### config.mk
export PLATFORM = sky130hd
export DESIGN_NAME = pipe_stage_skid
export DESIGN_NICKNAME = d
export VERILOG_FILES = /design/src/rtl/pipe_stage_skid.sv
export SDC_FILE = /design/constraint.sdc
export NUM_CORES = 1
export LEC_CHECK = 0
export CAP_MARGIN = 5
export CORE_ASPECT_RATIO = 1.75
export CORE_MARGIN = 5
export CORE_UTILIZATION = 40
export DETAILED_ROUTE_END_ITERATION = 7
export MAX_ROUTING_LAYER = met4
export PLACE_DENSITY_LB_ADDON = 0.08
export SETUP_SLACK_MARGIN = 0.1
export SYNTH_ARGS = -nofsm -noshare
export SYNTH_HDL_FRONTEND = slang
export SYNTH_SLANG_ARGS = --single-unit
### constraint.sdc
create_clock -name clk -period 8.71 [get_ports clk]
set_clock_uncertainty 0.2 [all_clocks]
set_input_delay 1.742 -clock clk [delete_from_list [all_inputs] [get_ports clk]]
set_output_delay 1.742 -clock clk [all_outputs]
set_load 0.01 [all_outputs]
### src/rtl/pipe_stage_skid.sv
// Inter-stage pipeline register with a 2-entry skid buffer, flush-to-bubble,
// halt latching and a sticky error flag. Sized per stage through parameters.
module pipe_stage_skid #(
    parameter int unsigned       DATA_W      = 64,
    parameter int unsigned       CTRL_W      = 16,
    parameter logic [CTRL_W-1:0] CTRL_BUBBLE = '0,
    parameter int unsigned       HALT_BIT    = 0,
    parameter bit                HALT_EN     = 1'b1
) (
    input  logic              clk,
    input  logic              rst,
    input  logic              in_valid,
    output logic              in_ready,
    input  logic [DATA_W-1:0] in_data,
    input  logic [CTRL_W-1:0] in_ctrl,
    input  logic              in_inst_misalign,
    input  logic              in_mem_misalign,
    input  logic              flush,
    output logic              out_valid,
    input  logic              out_ready,
    output logic [DATA_W-1:0] out_data,
    output logic [CTRL_W-1:0] out_ctrl,
    output logic              out_err,
    output logic              err_sticky,
    output logic              halted,
    output logic [1:0]        occupancy
);

    typedef enum logic [1:0] {
        EMPTY = 2'd0,
        ONE   = 2'd1,
        FULL  = 2'd2
    } state_t;

    state_t state, state_nxt;

    logic              push, pop, in_err;
    logic              load_head_in, load_head_skid, load_skid;
    logic [DATA_W-1:0] head_data, skid_data;
    logic [CTRL_W-1:0] head_ctrl, skid_ctrl;
    logic              head_err, skid_err;
    logic              halted_q;

    assign in_err    = in_inst_misalign | in_mem_misalign;
    assign in_ready  = (state != FULL) && !halted_q;
    assign out_valid = (state != EMPTY);
    assign push      = in_valid & in_ready;
    assign pop       = out_valid & out_ready;

    always_ff @(posedge clk or posedge rst) begin
        if (rst) state <= EMPTY;
        else     state <= state_nxt;
    end

    // Flush overrides any same-cycle push or pop; nothing is loaded.
    always_comb begin
        state_nxt      = state;
        load_head_in   = 1'b0;
        load_head_skid = 1'b0;
        load_skid      = 1'b0;
        if (flush) begin
            state_nxt = EMPTY;
        end else begin
            case (state)
                EMPTY: begin
                    if (push) begin
                        state_nxt    = ONE;
                        load_head_in = 1'b1;
                    end
                end
                ONE: begin
                    if (push && pop) begin
                        load_head_in = 1'b1;
                    end else if (push) begin
                        state_nxt = FULL;
                        load_skid = 1'b1;
                    end else if (pop) begin
                        state_nxt = EMPTY;
                    end
                end
                FULL: begin
                    if (pop) begin
                        state_nxt      = ONE;
                        load_head_skid = 1'b1;
                    end
                end
                default: state_nxt = EMPTY;
            endcase
        end
    end

    always_ff @(posedge clk or posedge rst) begin
        if (rst) begin
            head_data <= '0;
            head_ctrl <= '0;
            head_err  <= 1'b0;
            skid_data <= '0;
            skid_ctrl <= '0;
            skid_err  <= 1'b0;
        end else begin
            if (load_head_in) begin
                head_data <= in_data;
                head_ctrl <= in_ctrl;
                head_err  <= in_err;
            end else if (load_head_skid) begin
                head_data <= skid_data;
                head_ctrl <= skid_ctrl;
                head_err  <= skid_err;
            end
            if (load_skid) begin
                skid_data <= in_data;
                skid_ctrl <= in_ctrl;
                skid_err  <= in_err;
            end
        end
    end

    // err_sticky records every accepted error entry, even one flushed later.
    always_ff @(posedge clk or posedge rst) begin
        if (rst) begin
            err_sticky <= 1'b0;
            halted_q   <= 1'b0;
        end else begin
            if (push && in_err) err_sticky <= 1'b1;
            if (flush)
                halted_q <= 1'b0;
            else if (HALT_EN && push && in_ctrl[HALT_BIT])
                halted_q <= 1'b1;
        end
    end

    assign halted    = halted_q;
    assign out_data  = head_data;
    assign out_ctrl  = out_valid ? head_ctrl : CTRL_BUBBLE;
    assign out_err   = out_valid & head_err;
    assign occupancy = state;

endmodule

Word level (Yosys, flattened, before mapping)
Index checks and enable logic that the tools add are counted.
- output and inout port bits: 87
- register bits: 166
- word-level logic and storage cells: 56
- bits of input ports: 87
- bitwise gates (word level): 4
- reduce and logical (&&, ||, !) cells: 10
- equal/unequal tests: 7
- mux-type cells: 26
- operators with widths (cell ; number):
    64-bit two-way mux ; 2
    16-bit two-way mux ; 3
    1-bit two-way mux ; 13
    2-bit two-way mux ; 6
    3-bit != test (second input constant) ; 3
    2-bit one-hot mux with 3 select lines ; 1
    2-bit nonzero test ; 3
    1-bit logical AND ; 4
    4-bit != test (second input constant) ; 1
    4-bit AND reduction ; 1
    1-bit AND ; 3
    2-bit by 1-bit equality test with 1-bit output (second input constant) ; 1
    2-bit equality test (second input constant) ; 1
    2-bit logical NOT ; 1
    2-bit != test (second input constant) ; 1
    1-bit one-hot mux with 2 select lines ; 1
    1-bit logical NOT ; 1
    1-bit bitwise OR ; 1

Longest topological paths before layout
- depth after elaboration: 8
- gate-level depth with buffers: 5
- mapped depth without buffers: 3

Least setup slack after synthesis
OpenSTA, ideal clock, no wires.
- path type: input to register
- start point: in flush
- end point: reg skid_ctrl[0]
- buffers on the path: 1
- stages on the path: 4
- setup time: 0.125 ns
- arrival time: 2.983 ns
- slack: 5.402 ns
- data required time: 8.385 ns
- cell sequence: or4b_4 nor2_8 buf_6 mux2_2
- word-level cells in the longest chain between the ends: 1
- ends and longest elaborated chain (what ; line ; RTL):
    start, declared ; 18 ; input logic flush,
    1-bit two-way mux ; 61 ; if (flush) begin
    end signal, assigned ; 112 ; skid_ctrl <= in_ctrl;
    end, declared ; 40 ; logic [CTRL_W-1:0] head_ctrl, skid_ctrl;
No other way between the ends.
A chain may end at the register's enable or synchronous reset.

Worst setup path in the final report
- start point: in flush
- end point: reg head_data[1] (netlist: out_data[1])
- word-level cells in the longest chain between the ends: 2
- elaborated cells between the ends (all ways): 4
- those cells by class: 3 x mux; 1 x reduce/logical
- ends and longest elaborated chain (what ; line ; RTL):
    1-bit two-way mux ; 61 ;
    64-bit two-way mux / 2-bit nonzero test (equally long branches) ; n/a ;
    end signal, assigned ; 102 ; head_data <= in_data;
    end signal, assigned ; 106 ; head_data <= skid_data;
    end, declared ; 39 ; logic [DATA_W-1:0] head_data, skid_data;
Parallel ways exist; a longest one is shown, timed or not.

==> flow_summary_export.csv <==
group,metric,value,unit
layout,stdcell_area,9330,um^2
logic_synthesis,synth_top_area_share,59.9,%
floorplan,start_util,40.7,%
pwr,powerDensity,240,nW/um^2
clocking,cts_max_path_buffers,2,
logic_synthesis,synth_cell_type_count,24,
layout,fin_nets,739,
floorplan,core_region_area,17000,um^2
layout,areaGrowthSynthToFinish,34.6,%
global_routing,grt_antenna_before_repair,0,
floorplan,die_area,20200,um^2
timing,hold_viol,0,
run,cap_violations,0,
global_routing,grt_pass1_vias,5084,
clocking,ctsHtreeMaxLevel,4,
floorplan,die_h,184,um
timing,setup_viol,0,
pwr,vdd_drop_max,0.153,mV
logic_synthesis,synth_nets,575,
logic_synthesis,synthFlopType,"dfrtp_1",
routing,viasPerCell,5.28,
clocking,clk_pin_slew,0.07,ns
placed_design,gp_congestion,0.746,
timing,post-route-period-util,49.7,%
clocking,root_buffer,"clkbuf_16",
logic_synthesis,synth_most_common_cell,"dfrtp_1",
floorplan,ios,174,
clocking,post_cts.repair.setup_buffers,0,
timing,tightest_slew,1.13,ns
critical_path,critical_path_class,"input pin to flip-flop",
pwr,sw_frac_of_total,26.2,%
timing,period_needed,4.33,ns
timing,fin_tns_setup,0,ns
routing,drt_iter0_drc,240,
global_routing,grt_max_degree,107,
logic_synthesis,yosysWarnings,0,
critical_path,cp-end-kind,"flip-flop",
logic_synthesis,ys_top_cells_by_count,"dfrtp_1 (166), a221o_1 (81), and2_1 (80), mux2_2 (80), nor2b_1 (21)",
clocking,cts_tree,"built",
pwr,p_clk_share,32.5,%
routing,first_pass_iters,4,
floorplan,die_w,110,um
min_path,hold_depth,1,
critical_path,r2r_setup_slack,5.76,ns
logic_synthesis,synth_top_area_cell,"dfrtp_1",
routing,vias,4713,
routing,drt_wl_total,17000,um
logic_synthesis,synthTopCellsByArea,"dfrtp_1 (60%), mux2_2 (13%), a221o_1 (12%), and2_1 (7.2%), buf_6 (2.6%)",
clocking,holdBufCountCts,0,
layout,diodes,0,
pwr,p_int,0.00166,W
run_status,status,"complete, no violations",
logic_synthesis,async_reset_ff_share,100,%
clocking,ctsResizeCount,0,
pwr,p_leak,3.99,nW
critical_path,cp-start-kind,"input pin",
pwr,p_seq_share,46.9,%
critical_path,cp.required,8.87,ns
pwr,switchingPower,0.000587,W
min_path,hp-class,"flip-flop to flip-flop",
critical_path,reg2reg_depth,4,
critical_path,crit_path_max_fanout,53,
logic_synthesis,syn_inst,488,
timing,max_freq,231,MHz
routing,wl_per_cell,19.0,um
global_routing,grt_pass1_wl,27500,um
pwr,p_comb_share,20.6,%
placed_design,io_buffers,173,
logic_synthesis,mappedNetlistArea,6930,um^2
global_routing,overflow,0,
layout,drive_gt1_share,18.3,%
logic_synthesis,ys_ff_latch,166,
floorplan,rows,63,
logic_synthesis,synth-edff-count,0,
timing,rsz0062_at_grt,"no",
placed_design,dp_hpwl,10500,um
clocking,insertion_delay,0.42,ns
placed_design,placed_area,8760,um^2
logic_synthesis,synth_seq_area_share,59.9,%
routing,drc,0,
routing,detail-route-antenna-nets,0,
timing,slew_violations,0,
timing,slew_headroom,24.6,%
global_routing,grt_usage,18.1,%
clocking,cts_sinks,166,
logic_synthesis,postSynthAreaPerCell,14.2,um^2
clocking,cts_buffers,17,
critical_path,cp_data_arrival_time,4.49,ns
## power groups by stage
stage / clock network [W] / registers, W / logic [W]
finish: 0.000729 / 0.00105 / 0.000461
global route: 0.000786 / 0.00108 / 0.000501
CTS: 0.000750 / 0.00105 / 0.000471
detailed placement: 0 / 0.00106 / 0.000470
global placement: 0 / 0.00106 / 0.000457
floorplan: 0 / 0.00107 / 0.000221
## worst max-delay path, stage by stage
cell             delay (ns)
clkdlybuf4s50_1        0.54
or4b_4                 0.63
nor2_4                 0.58
buf_4                  0.65
a221o_1                0.27
## cells by family (layout without fill, tap and decap cells)
family | count (synthesis) | in the layout | synth area share (%)
muxes | 80 | 80 | 13.0
and+or+nand+nor | 116 | 116 | 10.7
AOI/OAI and AO/OA | 89 | 89 | 12.5
buffers and inverters | 37 | 214 | 3.90
DFF | 166 | 166 | 59.9
## sequential cells by signal, summed over array words and instances (netlist names)
| register | cells |
|---|---|
| skid_ctrl | 16 |
| skid_data | 64 |
| err_sticky | 1 |
| head_ctrl | 16 |
| out_data | 64 |
| skid_err | 1 |
| halted | 1 |
| head_err | 1 |
| occupancy | 2 |
## placed cells by master, fill, tap and decap left out, drive strengths merged
master and count:
a2111oi 1, buf 6, clkbuf 19, nand2b 2, mux2 80, nor2b 21, nor4b 1, a221o 81
a31oi 1, or4b 1, inv 9, clkinvlp 2, bufinv 1, and2 80, nand2 1, nor3 3
nor4bb 1, a21boi 1, clkinv 4, dfrtp 166, clkdlybuf4s50 173, a21oi 4, nor2 6, o21bai 1
## stage by stage
| stage | hold slack (ns) | total power, W | setup slack, ns | std cells | utilization (%) |
|---|---|---|---|---|---|
| global route | 0.290 | 0.00236 | 4.32 | 892 | 54.8 |
| finish | 0.276 | 0.00224 | 4.38 | 892 | 54.8 |
| floorplan | 0.271 | 0.00129 | 2.28 | 488 | - |
| detailed placement | 0.265 | 0.00153 | 3.94 | 860 | 51.5 |
| global placement | 0.260 | 0.00152 | 4.02 | 860 | 51.5 |
| CTS | 0.283 | 0.00228 | 4.39 | 892 | 54.8 |
## layout make-up
type	instances	area (um^2)
Timing Repair Buffer	179	1780
Multi-Input combinational cell	285	2530
Clock buffer	19	433
Inverter	3	16.3
Clock inverter	13	138
Sequential cell	166	4150
Fill cell	1481	7690
Tap cell	227	284
## per-layer routing
metal	vias to the layer above	track usage [%]	share of wire (%)
li1	2134	-	-
met1	2422	21.9	42
met2	138	28.9	50
met3	19	5.36	5.9
met4	0	5.74	1.8
met5	-	-	0
## worst paths after layout
path | startpoint | endpoint
worst max-delay path | flush | out_data[1]
worst min-delay path | err_sticky | err_sticky
worst max register to register | occupancy[1] | out_data[1]
worst min register to register | err_sticky | err_sticky
max in group asynchronous | rst | out_data[27]
min in group asynchronous | rst | skid_data[26]
(Power assumes the default switching activity.)
